<file path="src/rtl/dlx_pkg.sv">
`default_nettype none
// ============================================================================
// Module      : dlx_pkg
// Description : Shared defaults and enums for the writeback arbiter slice:
//               register data/number widths, writeback FSM state encoding
//               and the writeback requester identifiers.
// Revision    : 1.0 - initial release
// ============================================================================
package dlx_pkg;

    localparam int c_DATA_W = 32;
    localparam int c_ADDR_W = 5;

    typedef enum logic [0:0] {
        INIT = 1'b0,
        RUN  = 1'b1
    } wb_state_t;

    typedef enum logic [0:0] {
        SRC_ALU = 1'b0,
        SRC_MEM = 1'b1
    } wb_src_t;

endpackage
`default_nettype wire

</file>
<file path="src/rtl/wb_scoreboard.sv">
`default_nettype none
// ============================================================================
// Module      : wb_scoreboard
// Description : Pending-write scoreboard. One bit per architectural register
//               marks an issued instruction whose result has not yet been
//               written back. Produces the issue stall (RAW on either source,
//               WAW on the destination, or FSM still initialising).
//               Register 0 is hardwired and never becomes pending.
// Revision    : 1.0 - initial release
// ============================================================================
module wb_scoreboard
    import dlx_pkg::*;
#(
    parameter int ADDR_W = c_ADDR_W
) (
    input  logic              clk,
    input  logic              reset_n,
    input  logic              i_set_en,
    input  logic [ADDR_W-1:0] i_set_rd,
    input  logic              i_clr_en,
    input  logic [ADDR_W-1:0] i_clr_rd,
    input  logic [ADDR_W-1:0] i_rs1,
    input  logic [ADDR_W-1:0] i_rs2,
    input  logic [ADDR_W-1:0] i_rd,
    input  logic              i_init,
    output logic              o_stall
);

    localparam int c_NREG = 2 ** ADDR_W;

    logic [c_NREG-1:0] r_pending;
    logic [c_NREG-1:0] w_pending_nxt;
    logic [c_NREG-1:0] w_set_mask;
    logic [c_NREG-1:0] w_clr_mask;

    // Next pending vector: clear applied first so a same-register set wins.
    always_comb begin
        w_set_mask = '0;
        w_clr_mask = '0;
        if (i_set_en) begin
            w_set_mask[i_set_rd] = 1'b1;
        end
        if (i_clr_en) begin
            w_clr_mask[i_clr_rd] = 1'b1;
        end
        w_pending_nxt    = (r_pending & ~w_clr_mask) | w_set_mask;
        w_pending_nxt[0] = 1'b0;
    end

    // Pending vector register.
    always_ff @(posedge clk or negedge reset_n) begin
        if (!reset_n) begin
            r_pending <= '0;
        end else begin
            r_pending <= w_pending_nxt;
        end
    end

    assign o_stall = i_init | r_pending[i_rs1] | r_pending[i_rs2] | r_pending[i_rd];

endmodule
`default_nettype wire

</file>
<file path="src/rtl/wb_arbiter.sv">
`default_nettype none
// ============================================================================
// Module      : wb_arbiter
// Description : Register-file writeback arbiter between the ALU and the load
//               unit. Grants at most one writer per cycle, registers the
//               write port (Rd/reg_s/reg_s_enable) one cycle after the grant,
//               and tracks outstanding destinations in a scoreboard to stall
//               decode on hazards.
// Config      : WB_ARB_RR_EN defined   -> round-robin between ALU and load
//               WB_ARB_RR_EN undefined -> fixed priority, load beats ALU
// Revision    : 1.0 - initial release
// ============================================================================
module wb_arbiter
    import dlx_pkg::*;
#(
    parameter int DATA_W = c_DATA_W,
    parameter int ADDR_W = c_ADDR_W
) (
    input  logic              clk,
    input  logic              reset_n,
    input  logic              alu_valid,
    output logic              alu_ready,
    input  logic [ADDR_W-1:0] alu_rd,
    input  logic [DATA_W-1:0] alu_data,
    input  logic              mem_valid,
    output logic              mem_ready,
    input  logic [ADDR_W-1:0] mem_rd,
    input  logic [DATA_W-1:0] mem_data,
    input  logic              iss_valid,
    input  logic [ADDR_W-1:0] iss_rs1,
    input  logic [ADDR_W-1:0] iss_rs2,
    input  logic [ADDR_W-1:0] iss_rd,
    output logic              stall,
    output logic              WB,
    output logic              reg_s_enable,
    output logic [ADDR_W-1:0] Rd,
    output logic [DATA_W-1:0] reg_s
);

    wb_state_t         r_state;
    wb_state_t         w_state_nxt;
    wb_src_t           w_src;
    logic              w_grant;
    logic              w_init;
    logic              w_set_en;
    logic [ADDR_W-1:0] w_grant_rd;
    logic [DATA_W-1:0] w_grant_data;

    // FSM state register.
    always_ff @(posedge clk or negedge reset_n) begin
        if (!reset_n) begin
            r_state <= INIT;
        end else begin
            r_state <= w_state_nxt;
        end
    end

`ifdef WB_ARB_RR_EN
    wb_src_t r_rr_ptr;

    // Round-robin pointer: after any grant, favour the other requester.
    always_ff @(posedge clk or negedge reset_n) begin
        if (!reset_n) begin
            r_rr_ptr <= SRC_MEM;
        end else if (w_grant) begin
            r_rr_ptr <= (w_src == SRC_MEM) ? SRC_ALU : SRC_MEM;
        end
    end
`endif

    // Next state and arbitration; nothing is granted while initialising.
    always_comb begin
        w_state_nxt = r_state;
        w_grant     = 1'b0;
        w_src       = SRC_MEM;
        alu_ready   = 1'b0;
        mem_ready   = 1'b0;
        case (r_state)
            INIT: begin
                w_state_nxt = RUN;
            end
            RUN: begin
                w_state_nxt = RUN;
                if (alu_valid || mem_valid) begin
                    w_grant = 1'b1;
`ifdef WB_ARB_RR_EN
                    if (alu_valid && mem_valid) begin
                        w_src = r_rr_ptr;
                    end else begin
                        w_src = mem_valid ? SRC_MEM : SRC_ALU;
                    end
`else
                    w_src = mem_valid ? SRC_MEM : SRC_ALU;
`endif
                    alu_ready = (w_src == SRC_ALU);
                    mem_ready = (w_src == SRC_MEM);
                end
            end
            default: begin
                w_state_nxt = INIT;
            end
        endcase
    end

    assign w_init       = (r_state == INIT);
    assign w_grant_rd   = (w_src == SRC_MEM) ? mem_rd   : alu_rd;
    assign w_grant_data = (w_src == SRC_MEM) ? mem_data : alu_data;
    assign w_set_en     = iss_valid && !stall && (iss_rd != '0);

    // Write-port registers: capture the granted request, hold otherwise.
    always_ff @(posedge clk or negedge reset_n) begin
        if (!reset_n) begin
            WB           <= 1'b0;
            reg_s_enable <= 1'b0;
            Rd           <= '0;
            reg_s        <= '0;
        end else begin
            WB           <= (w_state_nxt == RUN);
            reg_s_enable <= w_grant && (w_grant_rd != '0);
            if (w_grant) begin
                Rd    <= w_grant_rd;
                reg_s <= w_grant_data;
            end
        end
    end

    wb_scoreboard #(
        .ADDR_W (ADDR_W)
    ) u_scoreboard (
        .clk      (clk),
        .reset_n  (reset_n),
        .i_set_en (w_set_en),
        .i_set_rd (iss_rd),
        .i_clr_en (w_grant),
        .i_clr_rd (w_grant_rd),
        .i_rs1    (iss_rs1),
        .i_rs2    (iss_rs2),
        .i_rd     (iss_rd),
        .i_init   (w_init),
        .o_stall  (stall)
    );

endmodule
`default_nettype wire

</file>
<file path="config.mk">
export PLATFORM = sky130hd
export DESIGN_NAME = wb_arbiter
export DESIGN_NICKNAME = d
export VERILOG_FILES = /design/src/rtl/dlx_pkg.sv /design/src/rtl/wb_scoreboard.sv /design/src/rtl/wb_arbiter.sv
export SDC_FILE = /design/constraint.sdc
export NUM_CORES = 1
export LEC_CHECK = 0
export CORE_ASPECT_RATIO = 1.25
export CORE_MARGIN = 2
export CORE_UTILIZATION = 50
export DETAILED_ROUTE_END_ITERATION = 8
export GPL_TIMING_DRIVEN = 0
export MAX_ROUTING_LAYER = met4
export PLACE_DENSITY_LB_ADDON = 0.08
export SLEW_MARGIN = 10
export SYNTH_ARGS = -nofsm -noshare
export SYNTH_HDL_FRONTEND = slang
export SYNTH_HIERARCHICAL = 1
export SYNTH_SLANG_ARGS = --single-unit
</file>
<file path="constraint.sdc">
create_clock -name clk -period 5.3 [get_ports clk]
set_input_delay 1.325 -clock clk [delete_from_list [all_inputs] [get_ports clk]]
set_output_delay 1.325 -clock clk [all_outputs]
set_load 0.02 [all_outputs]
</file>
---- Yosys cells after proc, flatten, opt, wreduce, memory -nomap -nowiden ----
Index checks and enable logic that the tools add are counted.
storage, ports and cells
  logic and storage cells ................. 51
  input bits .............................. 94
  register bits ........................... 70
  output and inout bits ................... 42
operators by class
  order comparisons ....................... 6
  bitwise gates (word level) .............. 8
  multiplexer cells ....................... 23
  reductions and logical operators ........ 9
operator list
  kind                                                        count
  two-way mux 32 bit                                          3
  AND 32 bit                                                  1
  NOT 32 bit                                                  1
  bitwise OR 32 bit                                           1
  less-than comparator 5 x 6 -> 1 bit, second input constant  4
  binary-select mux 1 bit (select 5 bit)                      3
  two-way mux 1 bit                                           14
  demux 1 bit (select 5 bit)                                  2
  >= comparator 5 x 1 -> 1 bit, second input constant         2
  nonzero test 5 bit                                          2
  logical AND 1 bit                                           5
  two-way mux 5 bit                                           1
  bitwise OR 1 bit                                            3
  NOT 1 bit                                                   2
  zero test 1 bit                                             1
  logical OR 1 bit                                            1

---- Logic depth before layout (Yosys ltp) ----
Gate-level depths: netlist of run 1.
  depth in word-level cells ............... 12
  mapped depth ............................ 9
  gate-level depth less buffers ........... 8

---- By module ----
The synthesis of run 1 kept the hierarchy.
by module, submodules not included
  module         seq. area each (um2)  times used  area each (um2)  cells an instance
  wb_scoreboard  775.7                 1           2118.3           192
  wb_arbiter     975.9                 1           1886.8           192

---- Least setup slack after synthesis of run 1 ----
OpenSTA, ideal clock, no wires.
  kind .................................... in2out
  start ................................... input iss_rs2[2]
  end ..................................... output stall
  data required time ...................... 3975 ps
  arrival time ............................ 2776 ps
  path slack .............................. 1199 ps
  path buffers ............................ 1
  stages .................................. 5
  path through ............................ clkbuf_1 -> mux4_2 -> mux2_2 -> a31oi_1 -> nand4_1
between the ends
  cells in the longest elaborated chain, start to end .. 4
RTL lines
  element                                  line                 RTL
  start: declaration                       wb_arbiter.sv:31     input logic [ADDR_W-1:0] iss_rs2,
  binary-select mux 1 bit (select 5 bit)   wb_scoreboard.sv:59  assign o_stall = i_init | r_pending[i_rs1] | r_pending[i_rs2] | r_pending[i_rd];
  two-way mux 1 bit (not written as such)  wb_scoreboard.sv:59
  bitwise OR 1 bit (2 in series)           wb_scoreboard.sv:59
  end: declaration                         wb_arbiter.sv:33     output logic stall,
Every way passes these cells. The select of a mux whose other input is x is not followed.

---- Worst setup path in the final report of run 1 ----
  start ................................... input iss_rd[2]
  end ..................................... output stall
between the ends
  cells in the longest elaborated chain, start to end .. 3
RTL lines
  element                                  line                 RTL
  start: declaration                       wb_arbiter.sv:32     input logic [ADDR_W-1:0] iss_rd,
  binary-select mux 1 bit (select 5 bit)   wb_scoreboard.sv:59
  two-way mux 1 bit (not written as such)  wb_scoreboard.sv:59
  bitwise OR 1 bit                         wb_scoreboard.sv:59
Every way passes these cells. The select of a mux whose other input is x is not followed.

==> results of run 1 <==
cell type report:
class,count,area share
plain buffers,27,0.0276
clock buffers,10,0.0241
well taps,95,0.0208
clock inverters,6,0.0232
inverters,9,0.00591
flip-flops and latches,70,0.306
repair buffers,130,0.231
multi-input cells,278,0.361
registers in the layout (all words and copies together), names as in the netlist:
signal / flops
WB: 1
u_scoreboard/r_pending: 31
Rd: 5
reg_s_enable: 1
reg_s: 32
cells in the mapped netlist, drive strengths merged (7+ instances only):
cell type | count | area [sq um]
mux2i | 8 | 80.1
clkbuf | 11 | 41.3
o21ai | 63 | 315
nand3b | 10 | 75.1
mux2 | 10 | 113
inv | 9 | 33.8
dfrtp | 70 | 1750
o22ai | 73 | 457
buf | 16 | 113
mux4 | 20 | 473
a21oi | 38 | 190
nand2 | 7 | 28.8
power by group:
part / switching, W / internal [W]
Clock: 0.000211 / 0.000372
Sequential: 0.0000824 / 0.000619
Combinational: 0.000238 / 0.000270
worst reg2reg max path: cells and delay by family (launching register included):
| family | cells | cell delay [ps] |
|---|---|---|
| AOI/OAI and AO/OA | 3 | 700 |
| DFF | 1 | 420 |
| muxes | 1 | 270 |
| and+or+nand+nor | 4 | 1620 |
logic make-up (layout without fill, tap and decap cells):
group,Yosys count,after routing,share of synthesized area
AND/OR/NAND/NOR,53,53,0.0828
other,1,1,0.000936
AO/OA/AOI/OAI,186,186,0.266
flip-flops,70,70,0.437
buffers and inverters,36,182,0.0469
multiplexers,38,38,0.166
metrics by stage:
step           total power, W  utilization  hold slack, ps  instances  area [sq um]
2_1_floorplan        0.000957            -             497        384          4010
3_3_place_gp          0.00119        0.695             530        608          5420
3_5_place_dp          0.00121        0.698             536        609          5440
4_1_cts               0.00179        0.733             554        625          5710
5_1_grt               0.00186        0.734             574        625          5720
6_report              0.00179        0.734             557        625          5720
per-layer routing:
| layer | up-vias | routed length (um) | share of wire | global-route usage |
|---|---|---|---|---|
| met5 | - | 0 | 0 | - |
| met4 | 0 | 298 | 0.022 | 0.118 |
| met3 | 32 | 1090 | 0.082 | 0.0770 |
| met2 | 245 | 6800 | 0.51 | 0.520 |
| met1 | 2028 | 5110 | 0.38 | 0.369 |
| li1 | 1817 | - | - | - |
repair_timing:
item                       in CTS  in global routing
setup endpoints to repair       0                  1
gates resized for setup         0                  4
hold buffers                    0                  0
worst paths after layout:
check	start	to	slack [ps]	cells after the start
hold reg to reg	Rd[3]	Rd[3]	560	1
setup reg to reg	u_scoreboard/r_pending[1]	u_scoreboard/r_pending[12]	2170	8
hold / removal	Rd[3]	Rd[3]	560	1
min in group asynchronous	reset_n	u_scoreboard/r_pending[2]	770	1
setup / recovery	iss_rd[2]	stall	380	8
max in group asynchronous	reset_n	u_scoreboard/r_pending[26]	4000	2
==> flow_summary.toml, run 1 <==
[outcome]
status = "complete, no violations"

[clocking]
clockBufferDepth = 2
htree_levels = 3
path_clk_slew_ps = 70
clkLatencyLatePin_ps = 350
cts_sinks = 70
cts_root_buf = "clkbuf_8"
cts-buffers-inserted = 9
postCtsSetupRepairBufs = 0
tritoncts = "done"

[yosys]
avgSynthCellArea_sq_um = 10.4
synth_cells = 384
synth_cell_types = 43
yosysWarnings = 6
synth_area_sq_um = 4010
ys_seq_area_frac = 0.437
syn_nets = 478
synth_edf_count = 0
synth-seq-cells = 70
synth-async-reset-ratio = 1.00
dominantRegCellSynth = "dfrtp_1"

[floorplan]
io_pins = 136
die_area_sq_um = 8750
start_util = 0.514
num_rows = 36
dieHeight_um = 104
die_w_um = 84.1
core_sq_um = 7790

[pwr]
cellPowerDensity_nw_per_um2 = 314
max-vdd-ir-drop_mv = 0.206
leakage_nw = 2.22

[grt]
grt_max_degree = 66
antenna_found_initial = 0
gr-usage-all-layers = 0.314
gr-total-overflow = 0
grt_pass1_vias = 4294
grt_pass1_wl_um = 21400

[place]
io_buffers = 129
place_hpwl_um = 9200
post-place-ws_ps = 63.3
gp_congestion = 0.933

[drt]
via_per_inst = 6.60
vias = 4122
ant_nets = 0
wl_per_cell_um = 21.3
firstDrtPassIters = 5
wirelength_um = 13300
drtIter0Drc = 308
drc = 0

[worst_setup_path]
setup.worst_path.end_class = "primary output"
required_ps = 3970
crit_arrival_ps = 3600
slowest_delay_ps = 760
critPathMaxFanout = 10
startpoint_type = "primary input"
critPathSlowestCell = "clkdlybuf4s50_1"
critPathTopFamily = "buffers and inverters"
critical_path_class = "primary input to primary output"
crit_buf_inv = 3
crit_chain = "clkdlybuf4s50_1 -> buf_6 -> mux2i_1 -> mux4_2 -> nor3_1 -> nor4_1 -> nand4_1 -> dlymetal6s2s_1"

[final_layout]
multi_input_area_sq_um = 2070
fill_cells = 571
num_antenna_cells = 0
final_common_cell = "clkdlybuf4s50_1"
syn2layout_area_growth_pct = 42.7
nets = 619
seq_area_sq_um = 1750
drive_above_1_share = 0.126
final_cell_mix = "clkdlybuf4s50_1, o22ai_1, dfrtp_1"

[timing]
worst_slew_pin_slew_ps = 539
finalSetupTns_ps = 0
finalHoldViolCount = 0
max_slew_margin = 0.640
rsz0062_at_grt = "false"
skew_ps = 8.66
setup_violations = 0
finalMaxSlewViolations = 0
max_clock_freq_mhz = 203
timing.final.ws_setup_ps = 375
timing.final.crit_share = 0.929
period_minus_slack_ps = 4920

[run]
drv_cap = 0

[worst_hold_path]
min_path_type = "flop to flop"
Note: power is estimated with default switching activity, not from simulation.
==> run 2, diff against run 1 <==
==> constraint.sdc (replaced) <==
create_clock -name clk -period 6 [get_ports clk]
set_input_delay 1.5 -clock clk [delete_from_list [all_inputs] [get_ports clk]]
set_output_delay 1.5 -clock clk [all_outputs]
set_load 0.02 [all_outputs]
==> run 2 against run 1 <==
First-iteration DRC count grew 3.6%. Via count shrank 1.1%. Clock power shrank 11%. Cell count is the same. Highest routed layer unchanged. Flip-flop and latch count is the same. Largest cell class unchanged. Cell area shrank 0.11%. Routed wire length shrank 0.90%. Critical path depth is the same. Clock skew is essentially flat. Critical endpoint unchanged. Global-route usage is the same. Non-clock buffer count is the same.
==> flow_summary.toml, run 2 (synthesis gave the netlist of run 1 again) <==
[floorplan]
io_pins = 136
dieHeight_um = 104
start_util = 0.514
core_sq_um = 7790
die_area_sq_um = 8750
num_rows = 36
die_w_um = 84.1

[drt]
via_per_inst = 6.52
firstDrtPassIters = 4
drc = 0
wirelength_um = 13200
ant_nets = 0
wl_per_cell_um = 21.1
vias = 4075
drtIter0Drc = 319

[final_layout]
largest_reg_flops = 32
nets = 619
final_cells = 625
reg.largest.list = "reg_s: 32 flops, u_scoreboard/r_pending: 31 flops, Rd: 5 flops"
final_common_cell = "clkdlybuf4s50_1"
num_antenna_cells = 0
regMostFlops = "reg_s"
drive_above_1_share = 0.125
fill_cells = 574
final_cell_mix = "clkdlybuf4s50_1, o22ai_1, dfrtp_1"
syn2layout_area_growth_pct = 42.6

[worst_setup_path]
critPathLaunch = "iss_rd[1]"
r2r_end = "u_scoreboard/r_pending[12]"
slowest_delay_ps = 570
critPathSlowestCell = "clkdlybuf4s50_1"
critPathTopFamily = "buffers and inverters"
setup.worst_path.end_class = "primary output"
critical_path_class = "primary input to primary output"
critical_path.most_common_cell = "clkdlybuf4s50_1"
crit_buf_inv = 4
endpoint = "stall"
cp.depth = 8
crit_chain = "clkdlybuf4s50_1 -> clkbuf_1 -> mux4_2 -> inv_1 -> a21oi_1 -> nor4_1 -> nand4_1 -> clkdlybuf4s50_1"
startpoint_type = "primary input"
crit_arrival_ps = 4090
rrSetupSlack_ps = 2900
reg2reg_depth = 8
required_ps = 4500
r2r-start = "u_scoreboard/r_pending[17]"
critPathMaxFanout = 8

[clocking]
htree_levels = 3
cts-buffers-inserted = 9
cts_root_buf = "clkbuf_8"
clkLatencyLatePin_ps = 350
cts_resized = 0
ctsHoldBuffers = 0
cts_sinks = 70
postCtsSetupRepairBufs = 0
tritoncts = "done"
clockBufferDepth = 2
path_clk_slew_ps = 70

[timing]
max_clock_freq_mhz = 179
finalHoldViolCount = 0
setup_violations = 0
period_minus_slack_ps = 5590
max_slew_margin = 0.648
timing.final.crit_share = 0.932
worst_slew_pin_slew_ps = 527
timing.final.ws_setup_ps = 410
rsz0062_at_grt = "false"
skew_ps = 8.25
finalMaxSlewViolations = 0
finalSetupTns_ps = 0

[place]
post-place-ws_ps = 413
gp_congestion = 0.933
io_buffers = 129
place_hpwl_um = 9200
dp_cells = 609

[pwr]
max-vdd-ir-drop_mv = 0.181
cellPowerDensity_nw_per_um2 = 277
leakage_nw = 2.21

[worst_hold_path]
min_path_type = "flop to flop"

[run]
drv_cap = 0

[outcome]
status = "complete, no violations"

[grt]
antenna_found_initial = 0
grt_pass1_vias = 4294
grt_pass1_wl_um = 21400
gr-usage-all-layers = 0.314
grt_max_degree = 66
gr-total-overflow = 0
-- run 2: routing by layer --
| layer | track usage | part of all wire | vias up |
|---|---|---|---|
| met5 | - | 0 | - |
| met4 | 0.118 | 0.024 | 0 |
| met3 | 0.0770 | 0.080 | 38 |
| met2 | 0.520 | 0.51 | 219 |
| met1 | 0.369 | 0.38 | 2003 |
| li1 | - | - | 1815 |
-- run 2: how the worst min path moves through the flow --
stage	startpoint	end	slack [ps]	cells after the start
3_3_place_gp	u_scoreboard/r_pending[9]	u_scoreboard/r_pending[9]	530	2
2_1_floorplan	u_scoreboard/r_pending[14]	u_scoreboard/r_pending[14]	500	2
4_1_cts	u_scoreboard/r_pending[10]	u_scoreboard/r_pending[10]	550	2
3_5_place_dp	Rd[3]	Rd[3]	540	1
6_report	Rd[3]	Rd[3]	550	1
5_1_grt	Rd[3]	Rd[3]	570	1
-- run 2: layout make-up --
class,instances,area [sq um],area share
multi-input combinational,278,2070,0.362
sequential,70,1750,0.307
timing repair buffer,130,1320,0.230
buffer,27,154,0.0270
clock buffer,10,138,0.0241
clock inverter,6,133,0.0232
tap,95,119,0.0208
inverter,9,33.8,0.00592
-- run 2: report_power, final --
group          internal (W)  total [W]  switching, W
combinational      0.000239   0.000448      0.000209
sequential         0.000547   0.000619     0.0000723
clock              0.000329   0.000516      0.000187
-- run 2: through the flow --
stage                      util  power (W)  hold WS (ps)  cell area [sq um]
after floorplan               -   0.000846           497               4010
after detailed placement  0.698    0.00107           536               5440
final                     0.733    0.00158           551               5710
after global placement    0.695    0.00105           530               5420
after CTS                 0.733    0.00158           554               5710
after global routing      0.733    0.00165           574               5710
